`src/rtl/lsu_subword_pkg.sv`:
```
// Shared encodings and the address fault classifier for the sub-word load/store unit.
package lsu_subword_pkg;

   localparam int NUM_LANES = 4;
   localparam int LANE_W    = 8;

   localparam logic [1:0] SZ_BYTE = 2'b00;
   localparam logic [1:0] SZ_HALF = 2'b01;
   localparam logic [1:0] SZ_WORD = 2'b10;

   localparam logic [1:0] ERR_NONE     = 2'b00;
   localparam logic [1:0] ERR_MISALIGN = 2'b01;
   localparam logic [1:0] ERR_RANGE    = 2'b10;

   typedef enum logic {
      ST_IDLE  = 1'b0,
      ST_WRITE = 1'b1
   } state_t;

   typedef enum logic {
      MUX_LOAD  = 1'b0,
      MUX_MERGE = 1'b1
   } mux_op_t;

   // Range beats alignment; the reserved size 11 is checked like a word.
   function automatic logic [1:0] fault_code(input logic [31:0] addr,
                                             input logic [1:0]  size,
                                             input int unsigned aw);
      logic [31:0] hi;
      hi = addr >> aw;
      if (hi != 32'd0)
         return ERR_RANGE;
      if (size == SZ_HALF && addr[0])
         return ERR_MISALIGN;
      if (size[1] && addr[1:0] != 2'b00)
         return ERR_MISALIGN;
      return ERR_NONE;
   endfunction

endpackage

```
`src/rtl/lsu_subword_if.sv`:
```
// CPU + RAM side bus of the load/store unit; master is the CPU/RAM system, slave is the LSU.
interface lsu_subword_if #(parameter int ADDR_W = 12);

   logic              req;
   logic              we;
   logic [1:0]        size;
   logic              sign_ext;
   logic [31:0]       addr;
   logic [31:0]       wdata;
   logic [31:0]       rdata;
   logic              stall;
   logic              ram_we;
   logic [ADDR_W-1:0] ram_addr;
   logic [31:0]       ram_din;
   logic [31:0]       ram_dout;
   logic              err;
   logic [1:0]        err_code;
   logic [31:0]       err_addr;
   logic              err_clr;

   modport master (
      output req, we, size, sign_ext, addr, wdata, err_clr, ram_dout,
      input  rdata, stall, ram_we, ram_addr, ram_din, err, err_code, err_addr
   );

   modport slave (
      input  req, we, size, sign_ext, addr, wdata, err_clr, ram_dout,
      output rdata, stall, ram_we, ram_addr, ram_din, err, err_code, err_addr
   );

endinterface

```
`src/rtl/lsu_subword_lane_mux.sv`:
```
// Byte-lane steering: extracts a load result from a word, or merges store data into a word.
module lsu_lane_mux
   import lsu_subword_pkg::*;
(
   input  mux_op_t     op,
   input  logic [31:0] word,
   input  logic [31:0] wdata,
   input  logic [1:0]  offset,
   input  logic [1:0]  size,
   input  logic        sign_ext,
   output logic [31:0] dout
);

   logic [NUM_LANES-1:0][LANE_W-1:0] word_l;
   logic [NUM_LANES-1:0][LANE_W-1:0] merged_l;
   logic [7:0]  bsel;
   logic [15:0] hsel;
   logic [31:0] loaded;

   assign word_l = word;

   // Each lane either keeps the old byte or takes the matching store byte.
   for (genvar i = 0; i < NUM_LANES; i++) begin : g_lane
      localparam logic [1:0] LANE = 2'(i);
      logic       hit;
      logic [7:0] src;

      assign hit = (size == SZ_BYTE) ? (offset == LANE) :
                   (size == SZ_HALF) ? (offset[1] == LANE[1]) : 1'b1;
      assign src = (size == SZ_BYTE) ? wdata[7:0] :
                   (size == SZ_HALF) ? (LANE[0] ? wdata[15:8] : wdata[7:0]) :
                                       wdata[8*i +: 8];
      assign merged_l[i] = hit ? src : word_l[i];
   end

   always_comb begin
      bsel   = word_l[offset];
      hsel   = offset[1] ? word[31:16] : word[15:0];
      loaded = word;
      case (size)
         SZ_BYTE: loaded = {{24{sign_ext & bsel[7]}}, bsel};
         SZ_HALF: loaded = {{16{sign_ext & hsel[15]}}, hsel};
         default: loaded = word;
      endcase
   end

   assign dout = (op == MUX_MERGE) ? merged_l : loaded;

endmodule

```
`src/rtl/lsu_subword.sv`:
```
// Load/store unit: sub-word loads in zero wait states, sub-word stores as a two-cycle
// read-modify-write, and a sticky first-fault record for misaligned/out-of-range accesses.
module lsu_subword
   import lsu_subword_pkg::*;
#(
   parameter int ADDR_W = 12,
   parameter int DATA_W = 32
) (
   input logic          clk,
   input logic          rst,
   lsu_subword_if.slave bus
);

   state_t            state;
   logic [ADDR_W-1:0] saddr_q;
   logic [DATA_W-1:0] merge_q;
   logic              err_q;
   logic [1:0]        err_code_q;
   logic [31:0]       err_addr_q;

   logic              idle;
   logic [1:0]        fcode;
   logic              fault;
   logic              acc;
   logic              ld;
   logic              st_word;
   logic              st_sub;
   logic [DATA_W-1:0] ld_data;
   logic [DATA_W-1:0] mg_data;

   assign idle    = (state == ST_IDLE);
   assign fcode   = fault_code(bus.addr, bus.size, ADDR_W);
   assign fault   = idle & bus.req & (fcode != ERR_NONE);
   assign acc     = idle & bus.req & (fcode == ERR_NONE);
   assign ld      = acc & ~bus.we;
   assign st_word = acc & bus.we & bus.size[1];
   assign st_sub  = acc & bus.we & ~bus.size[1];

   lsu_lane_mux u_load (
      .op       (MUX_LOAD),
      .word     (bus.ram_dout),
      .wdata    (32'd0),
      .offset   (bus.addr[1:0]),
      .size     (bus.size),
      .sign_ext (bus.sign_ext),
      .dout     (ld_data)
   );

   lsu_lane_mux u_merge (
      .op       (MUX_MERGE),
      .word     (bus.ram_dout),
      .wdata    (bus.wdata),
      .offset   (bus.addr[1:0]),
      .size     (bus.size),
      .sign_ext (1'b0),
      .dout     (mg_data)
   );

   // Write enable depends only on state and CPU inputs, never on ram_dout; gating
   // with rst kills a pending WRITE before the RAM's negedge sample.
   assign bus.ram_we   = ~rst & (idle ? st_word : 1'b1);
   assign bus.stall    = ~rst & st_sub;
   assign bus.ram_addr = idle ? bus.addr[ADDR_W-1:0] : saddr_q;
   assign bus.ram_din  = idle ? bus.wdata : merge_q;
   assign bus.rdata    = ld ? ld_data : 32'd0;

   assign bus.err      = err_q;
   assign bus.err_code = err_code_q;
   assign bus.err_addr = err_addr_q;

   always_ff @(posedge clk or posedge rst) begin
      if (rst) begin
         state      <= ST_IDLE;
         saddr_q    <= '0;
         merge_q    <= '0;
         err_q      <= 1'b0;
         err_code_q <= ERR_NONE;
         err_addr_q <= 32'd0;
      end else begin
         if (state == ST_WRITE) begin
            state <= ST_IDLE;
         end else if (st_sub) begin
            state   <= ST_WRITE;
            saddr_q <= bus.addr[ADDR_W-1:0];
            merge_q <= mg_data;
         end

         // A clear in the same cycle as a new fault makes room for that fault.
         if (fault && (!err_q || bus.err_clr)) begin
            err_q      <= 1'b1;
            err_code_q <= fcode;
            err_addr_q <= bus.addr;
         end else if (bus.err_clr) begin
            err_q      <= 1'b0;
            err_code_q <= ERR_NONE;
            err_addr_q <= 32'd0;
         end
      end
   end

endmodule

```
`src/flat_wrapper.sv`:
```
// flat-port wrapper written by rule: the top's interface ports become plain ports
module lsu_subword_flat import lsu_subword_pkg::*;
#(
   parameter int ADDR_W = 12,
   parameter int DATA_W = 32
)
  (clk, rst, bus_req, bus_we, bus_size, bus_sign_ext, bus_addr, bus_wdata, bus_err_clr, bus_ram_dout, bus_rdata, bus_stall, bus_ram_we, bus_ram_addr, bus_ram_din, bus_err, bus_err_code, bus_err_addr);
  lsu_subword_if #(.ADDR_W(ADDR_W)) bus_i ();
  input logic clk;
  input logic rst;
  input wire logic [$bits(bus_i.req)-1:0] bus_req;
  input wire logic [$bits(bus_i.we)-1:0] bus_we;
  input wire logic [$bits(bus_i.size)-1:0] bus_size;
  input wire logic [$bits(bus_i.sign_ext)-1:0] bus_sign_ext;
  input wire logic [$bits(bus_i.addr)-1:0] bus_addr;
  input wire logic [$bits(bus_i.wdata)-1:0] bus_wdata;
  input wire logic [$bits(bus_i.err_clr)-1:0] bus_err_clr;
  input wire logic [$bits(bus_i.ram_dout)-1:0] bus_ram_dout;
  output wire logic [$bits(bus_i.rdata)-1:0] bus_rdata;
  output wire logic [$bits(bus_i.stall)-1:0] bus_stall;
  output wire logic [$bits(bus_i.ram_we)-1:0] bus_ram_we;
  output wire logic [$bits(bus_i.ram_addr)-1:0] bus_ram_addr;
  output wire logic [$bits(bus_i.ram_din)-1:0] bus_ram_din;
  output wire logic [$bits(bus_i.err)-1:0] bus_err;
  output wire logic [$bits(bus_i.err_code)-1:0] bus_err_code;
  output wire logic [$bits(bus_i.err_addr)-1:0] bus_err_addr;
  assign bus_i.req = bus_req;
  assign bus_i.we = bus_we;
  assign bus_i.size = bus_size;
  assign bus_i.sign_ext = bus_sign_ext;
  assign bus_i.addr = bus_addr;
  assign bus_i.wdata = bus_wdata;
  assign bus_i.err_clr = bus_err_clr;
  assign bus_i.ram_dout = bus_ram_dout;
  assign bus_rdata = bus_i.rdata;
  assign bus_stall = bus_i.stall;
  assign bus_ram_we = bus_i.ram_we;
  assign bus_ram_addr = bus_i.ram_addr;
  assign bus_ram_din = bus_i.ram_din;
  assign bus_err = bus_i.err;
  assign bus_err_code = bus_i.err_code;
  assign bus_err_addr = bus_i.err_addr;
  lsu_subword #(.ADDR_W(ADDR_W), .DATA_W(DATA_W)) u_core (.clk(clk), .rst(rst), .bus(bus_i));
endmodule
```
`config.mk`:
```
export PLATFORM = sky130hd
export DESIGN_NAME = lsu_subword_flat
export DESIGN_NICKNAME = d
export VERILOG_FILES = /design/src/rtl/lsu_subword_pkg.sv /design/src/rtl/lsu_subword_if.sv /design/src/rtl/lsu_subword_lane_mux.sv /design/src/rtl/lsu_subword.sv /design/src/flat_wrapper.sv
export SDC_FILE = /design/constraint.sdc
export NUM_CORES = 1
export LEC_CHECK = 0
export ABC_AREA = 1
export BUFFER_PORTS_ARGS = -buffer_cell sky130_fd_sc_hd__buf_4
export CAP_MARGIN = 20
export CORE_MARGIN = 2
export CORE_UTILIZATION = 56
export DETAILED_ROUTE_END_ITERATION = 8
export PLACE_DENSITY = 0.85
export SETUP_SLACK_MARGIN = 0.2
export SYNTH_ARGS = -nofsm -noshare
export SYNTH_HDL_FRONTEND = slang
export SYNTH_HIERARCHICAL = 1
export SYNTH_SLANG_ARGS = --single-unit
export TNS_END_PERCENT = 100
```
`constraint.sdc`:
```
create_clock -name clk -period 3.5 [get_ports clk]
set_input_delay 0.175 -clock clk [delete_from_list [all_inputs] [get_ports clk]]
set_output_delay 0.175 -clock clk [all_outputs]
set_load 0.02 [all_outputs]
```
---- Word level (Yosys, flattened, before mapping) ----
Index checks and enable logic that the tools add are counted.
storage, ports and cells
  register bits ........................... 80
  input bits .............................. 104
  output and inout port bits .............. 113
cells by class
  reductions and logical operators ........ 13
  $lt $le $gt $ge ......................... 1
  bitwise logic cells ..................... 16
  mux-type cells .......................... 43
  equality and inequality tests ........... 4
operator list
  cell                count
  $mux 32             4
  $mux 8              10
  $pmux 32 s2         1
  $reduce_bool 32->1  1
  $mux 1              17
  $bmux 8 s2          1
  $mux 16             1
  $mux 2              8
  $mux 12             1
  $and 1x1->1         11
  $logic_not 2->1     3
  $reduce_bool 2->1   3
  $not 1->1           5
  $eq 2x1->1 const B  2
  $eq 2x2->1 const B  2
  $logic_and 1x1->1   3
  $lt 2x3->1 const B  1
  $reduce_and 2->1    1
  $logic_not 1->1     1
  $logic_or 1x1->1    1

---- Depth between registers and ports, before layout ----
  depth after elaboration ................. 15
  gate-level depth with buffers ........... 13
  mapped depth without buffers ............ 12

---- By module ----
The synthesis kept the hierarchy.
by module, submodules not included
  module        times used  area each (um^2)  cells an instance
  lsu_subword   1           4,206.5           581
  lsu_lane_mux  2           1,783.0           402

---- Least setup slack after synthesis ----
OpenSTA, ideal clock, no wires.
  path kind ............................... input to output
  from .................................... input port bus_addr[1]
  to ...................................... output port bus_rdata[4]
  buffers on the path ..................... 2
  arrival time ............................ 1.388 ns
  required time ........................... 3.325 ns
  stages .................................. 13
  path slack .............................. 1.937 ns
  path through ............................ buf_4 > inv_2 > nand2_1 > nand2_1 > nand2_4 > inv_2 > buf_6 > nand2_1 > nand3_1 > nand2_1 > inv_1 > inv_1 > nor2_1
RTL lines
  what                          RTL line                    RTL
  start: declaration            flat_wrapper.sv:15          input wire logic [$bits(bus_i.addr)-1:0] bus_addr;
  $bmux 8 s2                    lsu_subword_lane_mux.sv:37  bsel = word_l[offset];
  $mux 8 (implied by the code)  lsu_subword_lane_mux.sv:37
  $pmux 32 s2 *                 lsu_subword_lane_mux.sv:40  case (size)
  via u_core.ld_data[4]         lsu_subword.sv:28           logic [DATA_W-1:0] ld_data;
  $mux 32 *                     lsu_subword.sv:65           assign bus.rdata = ld ? ld_data : 32'd0;
  end: declaration              flat_wrapper.sv:19          output wire logic [$bits(bus_i.rdata)-1:0] bus_rdata;
Mark *: on every way through the listed nets, which the timed path passes. The rest lies on a longest branch. The select of a mux whose other input is x is not followed.

---- Worst setup path in the final report ----
  from .................................... register u_core.state
  to ...................................... output port bus_stall
on the way
  longest elaborated chain between the ends .. 6
RTL lines
  what                        RTL line            RTL
  start: declaration          lsu_subword.sv:14   state_t state;
  start signal: assignment    lsu_subword.sv:73   state <= ST_IDLE;
  start signal: assignment    lsu_subword.sv:81   state <= ST_IDLE;
  start signal: assignment    lsu_subword.sv:83   state <= ST_WRITE;
  $not 1->1 (no source line)  -
  $and 1x1->1 (2 in a row)    lsu_subword.sv:34   assign acc = idle & bus.req & (fcode == ERR_NONE);
  $and 1x1->1 (2 in a row)    lsu_subword.sv:37   assign st_sub = acc & bus.we & ~bus.size[1];
  $and 1x1->1                 lsu_subword.sv:62   assign bus.stall = ~rst & st_sub;
  end: declaration            flat_wrapper.sv:20  output wire logic [$bits(bus_i.stall)-1:0] bus_stall;
Every way passes these cells.

==> impl.org <==
** Setup path
- Startpoint kind of the worst setup timing path :: flip-flop
- For this run, the slowest stage of the critical path takes approximately 430 ps.
- The worst setup path is captured at an output port.
- Most numerous cell on the critical path :: sky130_fd_sc_hd__buf_4
- Cell with the largest stage delay on the worst path :: sky130_fd_sc_hd__nand3_4
- Category of the most critical setup path :: reg2out
- The signal on the critical path passes through inv_2 -> buf_4 -> nand2_1 -> nor2_8 -> nand3_4 -> nor2_1 -> buf_4.
- Crit-path max FO :: 46
- Worst EP arrival :: between 2000 and 2500 ps
- Among cell families on the critical path, the largest total delay comes from simple AND/OR/NAND/NOR gates.
- Data required time at the worst endpoint :: 3320 ps
- Bufs and invs on worst path :: 3

** Synthesis
- By area, the combinational part of the netlist is dominated by simple AND/OR/NAND/NOR gates.
- The most used flip-flop cell after synthesis is sky130_fd_sc_hd__dfrtp_1.
- Number of different library cells in the post-synthesis netlist :: 29
- The synthesized netlist devotes 7.66% of its cell area to compound gates.
- Of all flip-flops after synthesis, the portion carrying an async set or reset was 100%.
- Synthesized area :: 0.00777 sq mm
- The synthesized design contains 80 register bits.
- Share of synthesized area occupied by flip-flops and latches :: 25.8%
- EDFF count, synth :: 0
- Measured against the total synthesized area, the mux share comes to 0%.
- After Yosys synthesis, XOR and XNOR cells account for 0% of the synthesized area.
- Adder-cell share of the synthesized area :: 0%
- Average cell area after synthesis :: around 5.6 sq um
- For this run, the number of Yosys warnings is 6.
- Area fraction in and, or, nand and nor cells after synthesis :: 53.7%
- After technology mapping, the gate count stands at about 1400.

** Detailed routing
- After detailed routing, the number of remaining DRC violations is 0.
- Mean number of vias per cell :: 5.45
- Detail-routed net length per standard cell :: ~15 um
- DRC marker count from the first detailed-route iteration :: ~1100
- The routed layout has slightly below 10000 vias.
- Once detail routing completed, the nets flagged for antenna violations numbered 0.
- The pre-antenna-repair detailed-routing pass consisted of 5 iterations.
- Final Routed Wirelength :: about 27000 um

** Cells and area
- The finished layout holds ~1800 standard cells, fillers aside.
- For this run, the post-layout net count is 1708.
- Fraction of final layout cells sized beyond drive strength 1 :: a little under a fifth
- Area growth from synthesis to layout :: 26.3%
- The top cell types in the final layout, fill and taps aside, are sky130_fd_sc_hd__nand2_1 (635), sky130_fd_sc_hd__buf_4 (225), sky130_fd_sc_hd__nand3_1 (197).
- Leaving out fill and tap cells, the most frequent cell in the layout is sky130_fd_sc_hd__nand2_1.
- N_diodes :: 0

** Clocking
- The clock net in this run drives a total of 80 sinks.
- The root buffer cell chosen for the clock tree is sky130_fd_sc_hd__clkbuf_16.
- Number of buffers inserted by hold repair at cts :: 0
- Post-CTS clock slew at the launch and capture registers of the worst setup and hold paths :: ~70 ps
- The H-tree generated during clock tree synthesis spans 3 levels.
- CTS tree :: yes
- The number of gates resized after CTS was 0.
- Number of setup buffers added after CTS :: 0
- Number of buffers inserted during clock tree synthesis :: 9
- The clock passes through at most 2 buffers.
- Clk_lat worst skew :: roughly 350 ps

** Floorplanning
- The die is about 120 um wide.
- For this design the top-level I/O count stands at between 200 and 250.
- Vertical extent of the die :: around 120 um
- The die covers 0.0148 sq mm.
- The initial utilization of the core area, before any placement, comes to 56.7%.
- The initialized floorplan defines 43 standard-cell rows.
- Floorplan Core Area :: 0.0137 sq mm

** Timing
- Setup repair after global routing left no endpoint under its margin.
- Subtracting the final worst setup slack from the clock period gives between 2000 and 3000 ps.
- Worst slack on hold paths :: 34.2 ps
- Worst-margin pin slew :: 1010 ps
- Hold Vio Cnt, Final :: 0
- Between clock sinks in the finished design, the worst skew comes to about 10 ps.
- Based on the critical path, the design can be clocked at up to roughly 0.39 GHz.
- Slew HR :: ~32%
- Setup violations remaining at the end of the flow were counted as 0.
- Fin crit share :: between 70% and 80%
- The number of pins exceeding their max-slew limit in the final report was 0.
- Setup_tns :: 0 ps

** Placement
- Counting tap cells, the placed design contains a total of between 1500 and 2000 instances.
- After legalization and detailed placement, the total HPWL measured 19200 um.
- PortBufs :: 216
- The congestion estimate from routability-driven global placement came to ~1.0.

** Global route
- Via count of the first global-routing pass :: 8355
- The initial antenna violation count came to 0.
- Gr ovfl total :: 0
- The first global-routing pass estimated approximately 42000 um of wire.
- Global routing used 35.5% of the available tracks.
- Maximum number of pins on one net before global-route repair :: between 60 and 70

** Power
- Leakage component of the power :: 5.98 nW
- VDD sags by at most slightly below 0.0002 V.
- Power Dens Cells :: roughly 300 mW/mm^2

** Run status
- Outcome :: finished, final reports clean

** Worst hold path
- Kind of path behind the tightest hold check :: in2async

** Job
- Number of max-cap violations :: 0
==> flip-flops by register name (all words and copies together), names as in the netlist <==
signal               cells
u_core/bus.err_addr     32
u_core/merge_q          32
u_core/saddr_q          12
u_core/bus.err_code      2
u_core/bus.err           1
u_core/state             1
==> worst register-to-register path, stage by stage (launching register included) <==
cell	delay, ps
sky130_fd_sc_hd__dfrtp_1	390
sky130_fd_sc_hd__inv_2	50
sky130_fd_sc_hd__buf_4	320
sky130_fd_sc_hd__nand2_1	230
sky130_fd_sc_hd__inv_1	140
sky130_fd_sc_hd__nand3_2	450
sky130_fd_sc_hd__buf_4	450
sky130_fd_sc_hd__nand3_1	140
sky130_fd_sc_hd__o21ai_0	130
==> synthesized netlist by cell type, types with 3 or more instances <==
cell type	instances	area, sq um
sky130_fd_sc_hd__inv_2	17	63.8
sky130_fd_sc_hd__o21ai_0	40	200
sky130_fd_sc_hd__buf_4	4	30.0
sky130_fd_sc_hd__nor2_2	4	25.0
sky130_fd_sc_hd__a21oi_1	61	305
sky130_fd_sc_hd__buf_6	10	113
sky130_fd_sc_hd__nand2_1	635	2380
sky130_fd_sc_hd__nand2_2	8	50.1
sky130_fd_sc_hd__nand3_4	3	52.6
sky130_fd_sc_hd__buf_2	17	85.1
sky130_fd_sc_hd__nand3_1	197	986
sky130_fd_sc_hd__nand4_1	49	307
sky130_fd_sc_hd__nand2_4	8	90.1
sky130_fd_sc_hd__o21ai_1	8	40.0
sky130_fd_sc_hd__dfrtp_1	80	2000
sky130_fd_sc_hd__nor2_1	43	161
sky130_fd_sc_hd__inv_1	139	522
sky130_fd_sc_hd__nor2_4	6	67.6
sky130_fd_sc_hd__clkbuf_1	41	154
==> power breakdown <==
part	internal [mW]	leakage, nW	switching, mW
clock	0.566	0.145	0.434
sequential	0.960	1.08	0.0211
combinational	0.340	4.76	0.626
total	1.87	5.98	1.08
==> area by class of cell <==
type / count / area (sq um)
sequential: 80 / 2000
inverter: 159 / 601
multi-input combinational: 1129 / 4990
timing repair buffer: 225 / 1690
clock buffer: 9 / 225
fill: 1284 / 3900
tap: 180 / 225
clock inverter: 7 / 82.6
==> logic make-up after synthesis <==
group / count (synthesis)
AOI/OAI and AO/OA: 113
buffers and inverters: 234
DFF: 80
other: 2
and+or+nand+nor: 956
==> routing by layer <==
metal | GRT usage [%] | routed length [um]
met4 | 10.3 | 575
met2 | 57.9 | 12800
met3 | 6.37 | 2760
met5 | 0 | 0
met1 | 48.2 | 11100
==> per-stage QoR <==
step	total power [mW]	setup WS [ps]	util [%]	area, sq um
final	2.95	916	71.6	9820
after global routing	3.08	761	71.6	9820
after CTS	2.91	926	71.6	9820
after detailed placement	1.92	835	69.3	9510
after global placement	1.91	994	69.3	9510
after floorplan	1.59	1270	-	7990
==> path summary, 6_finish.rpt <==
kind	start	end	slack, ps	cells after the start
setup / recovery	u_core/state	bus_stall	920	7
hold / removal	rst	u_core/saddr_q[7]	30	2
setup reg to reg	u_core/state	u_core/bus.err_addr[6]	1070	8
hold reg to reg	u_core/merge_q[12]	u_core/merge_q[12]	470	2
max in group asynchronous	rst	u_core/merge_q[18]	2580	3
min in group clk	bus_addr[5]	u_core/saddr_q[5]	80	3
Note: power is estimated with default switching activity, not from simulation.
